**src/rtl/mem_rmw_ctrl.sv**
```systemverilog
// Data-memory access sequencer between the LSU and a single-port word RAM.
// Loads are fetched and extended; sub-word stores go through read-modify-write.
module mem_rmw_ctrl #(
  parameter int ADDR_WIDTH     = 32,
  parameter int TIMEOUT_CYCLES = 16
) (
  input  logic                  clk_i,
  input  logic                  rst_ni,
  // LSU request / response
  input  logic                  req_valid_i,
  output logic                  req_ready_o,
  input  logic                  req_we_i,
  input  logic [ADDR_WIDTH-1:0] req_addr_i,
  input  logic [ADDR_WIDTH-1:0] req_wdata_i,
  input  logic [1:0]            mem_type_i,
  input  logic                  load_unsigned_i,
  output logic                  rsp_valid_o,
  output logic [ADDR_WIDTH-1:0] rsp_rdata_o,
  output logic                  rsp_err_o,
  // data RAM
  output logic                  mem_req_o,
  output logic                  mem_we_o,
  output logic [ADDR_WIDTH-1:0] mem_addr_o,
  output logic [ADDR_WIDTH-1:0] mem_wdata_o,
  input  logic                  mem_rvalid_i,
  input  logic [ADDR_WIDTH-1:0] mem_rdata_i,
  // external store-merge block
  output logic [ADDR_WIDTH-1:0] merge_read_data_o,
  output logic [ADDR_WIDTH-1:0] merge_addr_o,
  output logic [1:0]            merge_type_o,
  input  logic [ADDR_WIDTH-1:0] merge_data_i
);

  localparam logic [1:0] TYPE_BYTE = 2'b01;
  localparam logic [1:0] TYPE_HALF = 2'b10;
  localparam int         CNT_W     = $clog2(TIMEOUT_CYCLES + 1);
  localparam logic [CNT_W-1:0] CNT_LIMIT = CNT_W'(TIMEOUT_CYCLES);

  typedef enum logic [2:0] {
    ST_IDLE,
    ST_READ,
    ST_RWAIT,
    ST_WRITE,
    ST_RESP
  } state_t;

  state_t                state_q, state_d;
  logic [ADDR_WIDTH-1:0] addr_q, wdata_q, rdata_q;
  logic [1:0]            type_q;
  logic                  we_q, unsigned_q, err_q;
  logic [CNT_W-1:0]      cnt_q, cnt_inc;
  logic                  timeout_hit;
  logic                  req_is_word, q_is_word;
  logic [7:0]            load_byte;
  logic [15:0]           load_half;
  logic [ADDR_WIDTH-1:0] load_ext;

  assign req_is_word = (mem_type_i != TYPE_BYTE) && (mem_type_i != TYPE_HALF);
  assign q_is_word   = (type_q != TYPE_BYTE) && (type_q != TYPE_HALF);
  assign cnt_inc     = cnt_q + CNT_W'(1);
  assign timeout_hit = (cnt_inc == CNT_LIMIT);

  // NOTE: sequential state uses non-blocking assignments so every register
  // samples the pre-edge values regardless of block ordering.
  always_ff @(posedge clk_i or negedge rst_ni) begin
    if (!rst_ni) state_q <= ST_IDLE;
    else         state_q <= state_d;
  end

  // NOTE: every combinational output gets a default first so no path leaves
  // it unassigned, which would otherwise infer a latch.
  always_comb begin
    state_d     = state_q;
    req_ready_o = 1'b0;
    mem_req_o   = 1'b0;
    mem_we_o    = 1'b0;
    rsp_valid_o = 1'b0;
    case (state_q)
      ST_IDLE: begin
        req_ready_o = 1'b1;
        if (req_valid_i) state_d = (req_we_i && req_is_word) ? ST_WRITE : ST_READ;
      end
      ST_READ: begin
        mem_req_o = 1'b1;
        state_d   = ST_RWAIT;
      end
      ST_RWAIT: begin
        // Data arriving on the last allowed cycle still beats the timeout.
        if (mem_rvalid_i)     state_d = we_q ? ST_WRITE : ST_RESP;
        else if (timeout_hit) state_d = ST_RESP;
      end
      ST_WRITE: begin
        mem_req_o = 1'b1;
        mem_we_o  = 1'b1;
        state_d   = ST_RESP;
      end
      ST_RESP: begin
        rsp_valid_o = 1'b1;
        state_d     = ST_IDLE;
      end
      default: state_d = ST_IDLE;
    endcase
  end

  // NOTE: these are plain control/data registers, not a memory array, so all
  // of them are reset to give deterministic outputs straight out of reset.
  always_ff @(posedge clk_i or negedge rst_ni) begin
    if (!rst_ni) begin
      addr_q     <= '0;
      wdata_q    <= '0;
      rdata_q    <= '0;
      type_q     <= '0;
      we_q       <= 1'b0;
      unsigned_q <= 1'b0;
      err_q      <= 1'b0;
      cnt_q      <= '0;
    end else begin
      case (state_q)
        ST_IDLE: begin
          if (req_valid_i) begin
            addr_q     <= req_addr_i;
            wdata_q    <= req_wdata_i;
            type_q     <= mem_type_i;
            we_q       <= req_we_i;
            unsigned_q <= load_unsigned_i;
          end
        end
        ST_READ: cnt_q <= '0;
        ST_RWAIT: begin
          if (mem_rvalid_i) begin
            rdata_q <= mem_rdata_i;
          end else begin
            cnt_q <= cnt_inc;
            if (timeout_hit) err_q <= 1'b1;
          end
        end
        ST_RESP: err_q <= 1'b0;
        default: ;
      endcase
    end
  end

  always_comb begin
    case (addr_q[1:0])
      2'd1:    load_byte = rdata_q[15:8];
      2'd2:    load_byte = rdata_q[23:16];
      2'd3:    load_byte = rdata_q[31:24];
      default: load_byte = rdata_q[7:0];
    endcase
    load_half = addr_q[1] ? rdata_q[31:16] : rdata_q[15:0];
    case (type_q)
      TYPE_BYTE: load_ext = {{24{load_byte[7] & ~unsigned_q}}, load_byte};
      TYPE_HALF: load_ext = {{16{load_half[15] & ~unsigned_q}}, load_half};
      default:   load_ext = rdata_q;
    endcase
  end

  assign rsp_err_o         = (state_q == ST_RESP) && err_q;
  assign rsp_rdata_o       = ((state_q == ST_RESP) && !we_q) ? load_ext : '0;
  assign mem_addr_o        = {addr_q[ADDR_WIDTH-1:2], 2'b00};
  assign mem_wdata_o       = (state_q == ST_WRITE) ? (q_is_word ? wdata_q : merge_data_i) : '0;
  assign merge_read_data_o = rdata_q;
  assign merge_addr_o      = addr_q;
  assign merge_type_o      = type_q;

endmodule

```
**config.mk**
```make
export PLATFORM = sky130hd
export DESIGN_NAME = mem_rmw_ctrl
export DESIGN_NICKNAME = d
export VERILOG_FILES = /design/src/rtl/mem_rmw_ctrl.sv
export SDC_FILE = /design/constraint.sdc
export NUM_CORES = 1
export LEC_CHECK = 0
export BUFFER_PORTS_ARGS = -buffer_cell sky130_fd_sc_hd__buf_2
export CAP_MARGIN = 20
export CORE_ASPECT_RATIO = 0.7
export CORE_MARGIN = 2
export CORE_UTILIZATION = 42
export DETAILED_ROUTE_END_ITERATION = 8
export PLACE_DENSITY = 0.76
export SYNTH_ARGS = -nofsm -noshare
export SYNTH_HDL_FRONTEND = slang
export SYNTH_SLANG_ARGS = --single-unit
```
**constraint.sdc**
```tcl
create_clock -name clk_i -period 1.85 [get_ports clk_i]
set_input_delay 0.4625 -clock clk_i [delete_from_list [all_inputs] [get_ports clk_i]]
set_output_delay 0.4625 -clock clk_i [all_outputs]
set_load 0.02 [all_outputs]
```
# --- Word level (Yosys, flattened, before mapping) ---
# Cells that the tools add are included.
# W data, S select, Z words.
word_totals:
  elab_cells: 67
  regBits: 109
classes:
  n_reduce_logical: 15
  addsub: 1
  muxes: 21
  bitwise_logic: 3
  n_eq_ne: 18
ops:
  columns: ["cell", "count"]
  rows:
  - ["$mux W32", 3]
  - ["$pmux W32 S2", 1]
  - ["$pmux W8 S3", 1]
  - ["$mux W16", 1]
  - ["$mux W3", 4]
  - ["$pmux W3 S4", 1]
  - ["$ne A2 B2 Y1 const B", 5]
  - ["$pmux W5 S2", 1]
  - ["$reduce_and A2 Y1", 4]
  - ["$eq A2 B2 Y1 const B", 3]
  - ["$eq A3 B2 Y1 const B", 2]
  - ["$mux W1", 6]
  - ["$add A5 B1 Y5 const B", 1]
  - ["$eq A5 B5 Y1 const B", 1]
  - ["$logic_and A1 B1 Y1", 5]
  - ["$mux W5", 1]
  - ["$eq A2 B1 Y1 const B", 2]
  - ["$ne A2 B1 Y1 const B", 2]
  - ["$reduce_bool A2 Y1", 2]
  - ["$eq A3 B1 Y1 const B", 1]
  - ["$eq A3 B3 Y1 const B", 1]
  - ["$logic_not A3 Y1", 1]
  - ["$ne A3 B3 Y1 const B", 1]
  - ["$reduce_and A3 Y1", 1]
  - ["6 further kinds", 7]

# --- Longest topological paths before layout ---
depth:
  depth_word: 6
  ltp_mapped: 8
  ltp_nobuf: 6

# --- Least setup slack after synthesis ---
# OpenSTA, ideal clock, no wires.
synth_timing:
  kind: "register -> output"
  from: "register type_q[0], in the netlist merge_type_o[0]"
  to: "output port mem_wdata_o[10]"
  n_path_buf: 2
  path_stages_with_launch: 7
  path_slack_ps: -492
  required_time_ps: 1387
  arrival_time_ps: 1880
  path_cell_list: "dfrtp_1 inv_1 ha_1 buf_2 buf_1 mux2i_1 nor2_1"
synth_via:
  elab_chain_len: 4
synth_rtl:
  columns: ["element", "line", "text"]
  rows:
  - ["start, declared", "49", "logic [1:0] type_q;"]
  - ["start signal, assigned", "123", "type_q <= mem_type_i;"]
  - ["$ne A2 B1 Y1 or $ne A2 B2 Y1 (tied branches)", "59", "assign q_is_word = (type_q != TYPE_BYTE) && (type_q != TYPE_HALF);"]
  - ["$logic_and A1 B1 Y1 (*)", "59", null]
  - ["$mux W32 (*) (2 in series)", "161", "assign mem_wdata_o = (state_q == ST_WRITE) ? (q_is_word ? wdata_q : merge_data_i) : '0;"]
  - ["end, declared", "24", "output logic [ADDR_WIDTH-1:0] mem_wdata_o,"]
# Mark *: on every way between the ends. The rest lies on a longest branch, timed or not.

# --- Worst setup path in the final report ---
layout_timing:
  from: "register state_q[1]"
  to: "output port rsp_rdata_o[26]"
layout_via:
  elab_chain_len: 3
layout_rtl:
  columns: ["element", "line", "text"]
  rows:
  - ["start, declared", "47", "state_t state_q, state_d;"]
  - ["start signal, assigned", "67", "else state_q <= state_d;"]
  - ["$eq A3 B3 Y1", "159", "assign rsp_rdata_o = ((state_q == ST_RESP) && !we_q) ? load_ext : '0;"]
  - ["$logic_and A1 B1 Y1", "159", null]
  - ["$mux W32", "159", null]
  - ["end, declared", "18", "output logic [ADDR_WIDTH-1:0] rsp_rdata_o,"]
# No other way between the ends.

==> flow_summary.toml <==
[timing]
rsz0062_at_grt = "true"
worstMarginPinSlew_ns = 0.616
finalCriticalPeriod_ns = 2.36
slew_viol_final = 0
fmax_mhz = 423
slew_headroom = 0.590
finalHoldViolCount = 0
setup_violations = 87
skew_ns = 0.0115
holdWs_ns = 0.143
tns_ns = -29.98
period_share = 1.28
worst_slack_ns = -0.512

[global_route]
track_usage = 0.235
grt_pass1_wl_um = 27800
gr-usage-met2 = 0.384
grt_pass1_vias = 5300
grt_max_degree = 110
antenna_found_initial = 1
use_met3 = 0.0469
gr-max-usage-layer = "met2"
grt_util_met1 = 0.321
grt_overflow = 0

[clock_tree]
cts-htree-levels = 3
cts_made_buffers = 9
tritoncts = "done"
path_clk_slew_ns = 0.08
cts_hold_buf = 0
cts-root-buf = "clkbuf_16"
clk_latency_ns = 0.35
clk_path_buf_depth = 2
cts.sinks = 109

[pwr]
power_density_nw_per_um2 = 1960
leakage_nw = 4.43
fin_total_pwr_mw = 18.1
peakVddDrop_mv = 0.987

[logic_synthesis]
yosys_register_bits = 109
synth_cell_type_count = 48
synth-async-reset-ratio = 1.00
syn_inst = 521
syn_area_per_cell_um2 = 11.3
synth_edf_count = 0
seq_area_frac_synth = 0.465
ys_warn_count = 0
ys.flop_type = "dfrtp_1"
post_synth_instance_area_um2 = 5860

[floorplan]
rows = 36
core_um2 = 13800
fp.dieArea_um2 = 14900
pin_count = 303
die_x_um = 145
die_h_um = 103
start_util = 0.425

[worst_setup_path]
setup.worst_path.end_class = "output port"
r2r_setup_slack_ns = -0.04
r2r_start = "state_q[1]"
path_cells = "nor4b_4, buf_4, buf_12, o2111ai_4, clkbuf_16, nand2_4, buf_6"
critPathKind = "reg -> out"
required_ns = 1.39
worstReg2RegEnd = "merge_read_data_o[14]"
path_delay_family = "buffers and inverters"
start_kind = "flop"
cp-endpoint = "rsp_rdata_o[26]"
worstPathArrival_ns = 1.90
worst-r2r-cell-count = 6
crit_cells = 7
cp_max_fo = 8
cp_slowest_stage_delay_ns = 0.42
worst-path-buf-inv = 4
crit_path_start = "state_q[1]"
cp_slowest_cell = "dfrtp_1"

[finish]
layout.cells.non_filler = 1038
postLayoutCellArea_um2 = 9240
drive_gt1_frac = 0.720
final_common_cell = "buf_2"
area_delta_synth_final_pct = 57.7
layout.nets = 981
layout_common_cells = "buf_2 (238), dfrtp_1 (105), mux2_2 (92), buf_6 (65), buf_4 (49)"

[drt]
drt_iter0_drc = 283
drc = 0
wl_um = 18700
wl_per_cell_um = 18.0
ant_nets = 0
via_per_inst = 4.98
dr_total_vias = 5168
drtPass1Iterations = 4

[placement]
place_congestion = 0.882
io_buffers = 300
dp_hpwl_um = 12600
dp.cells = 998
dpl_cell_area_um2 = 7870

[flow_run]
cap_violations = 0

[outcome]
status = "finished with violations"
violations = "setup timing"

[min_path]
hp-class = "in -> async"
-- routing by layer --
metal  routed length, µm  part of all wire
met5                   0                 0
met4                 361             0.019
met3                 987             0.053
met2                8930              0.48
met1                8380              0.45
-- synth_stat cells, types with 2 or more instances --
cell,n,share of area
dfrtp_1,109,0.47
mux2_2,101,0.19
nand2_1,52,0.033
mux2i_1,45,0.077
nor2_1,44,0.028
buf_4,40,0.051
o21ai_0,26,0.022
a21oi_1,11,0.0094
inv_1,10,0.0064
buf_2,8,0.0068
clkbuf_1,8,0.0051
nand3_1,5,0.0043
a211oi_1,4,0.0051
mux2_1,4,0.0077
o211a_1,4,0.0068
o211ai_1,4,0.0051
buf_8,3,0.0077
ha_1,3,0.0064
nand2b_1,3,0.0032
nor2b_1,3,0.0032
a22o_1,2,0.0030
and2_1,2,0.0021
buf_1,2,0.0013
buf_6,2,0.0038
nand3b_1,2,0.0026
o21bai_1,2,0.0026
-- worst min path at each step --
stage	start	end	slack, ns
2_1_floorplan	rst_ni	cnt_q[0]	0.17
3_3_place_gp	err_q	err_q	0.48
3_5_place_dp	err_q	err_q	0.49
4_1_cts	rst_ni	merge_read_data_o[8]	0.22
5_1_grt	rst_ni	merge_read_data_o[5]	0.22
6_report	rst_ni	merge_read_data_o[8]	0.14
-- cells by family (layout without fill, tap and decap cells) --
kind of cell,Yosys count,in the layout,share of synthesized area
other,1,3,0.000640
AO/OA/AOI/OAI,63,63,0.0700
multiplexers,150,150,0.279
buffers and inverters,73,398,0.0824
XOR/XNOR,2,2,0.00299
flip-flops,109,109,0.465
adder cells (fa/ha/maj),3,3,0.00640
AND/OR/NAND/NOR,120,120,0.0937
-- per-stage QoR --
stage,utilization,setup WS [ns]
5_1_grt,0.670,-0.603
2_1_floorplan,-,-0.101
6_report,0.670,-0.512
3_3_place_gp,0.571,-0.184
4_1_cts,0.648,-0.519
3_5_place_dp,0.571,-0.214
-- final cells by class --
cell class / count / area (µm²)
multi-input cells: 340 / 3200
inverters: 10 / 52.6
fillers: 1041 / 4540
diodes: 1 / 2.50
repair buffers: 372 / 2700
clock buffers: 11 / 243
flip-flops and latches: 109 / 2730
clock inverters: 5 / 65.1
well taps: 190 / 238
-- power breakdown --
group          leakage [nW]  switching [mW]  total [mW]  internal (mW)
registers              1.30            1.19        4.77           3.58
logic                  2.99            5.78        11.4           5.59
clock network         0.151           0.881        1.98           1.10
-- registers in the layout, summed over array words and instances, names as in the netlist --
signal,count
state_q,3
merge_read_data_o,32
wdata_q,32
merge_addr_o,32
merge_type_o,2
we_q,1
cnt_q,5
err_q,1
unsigned_q,1
-- repair_timing --
item	4_1_cts	5_1_grt
pin swaps	31	14
gates cloned	5	1
buffers inserted	19	4
resized for setup	132	103
endpoints found under the setup margin	67	172
No activity file was read; power rests on OpenSTA's default activity.
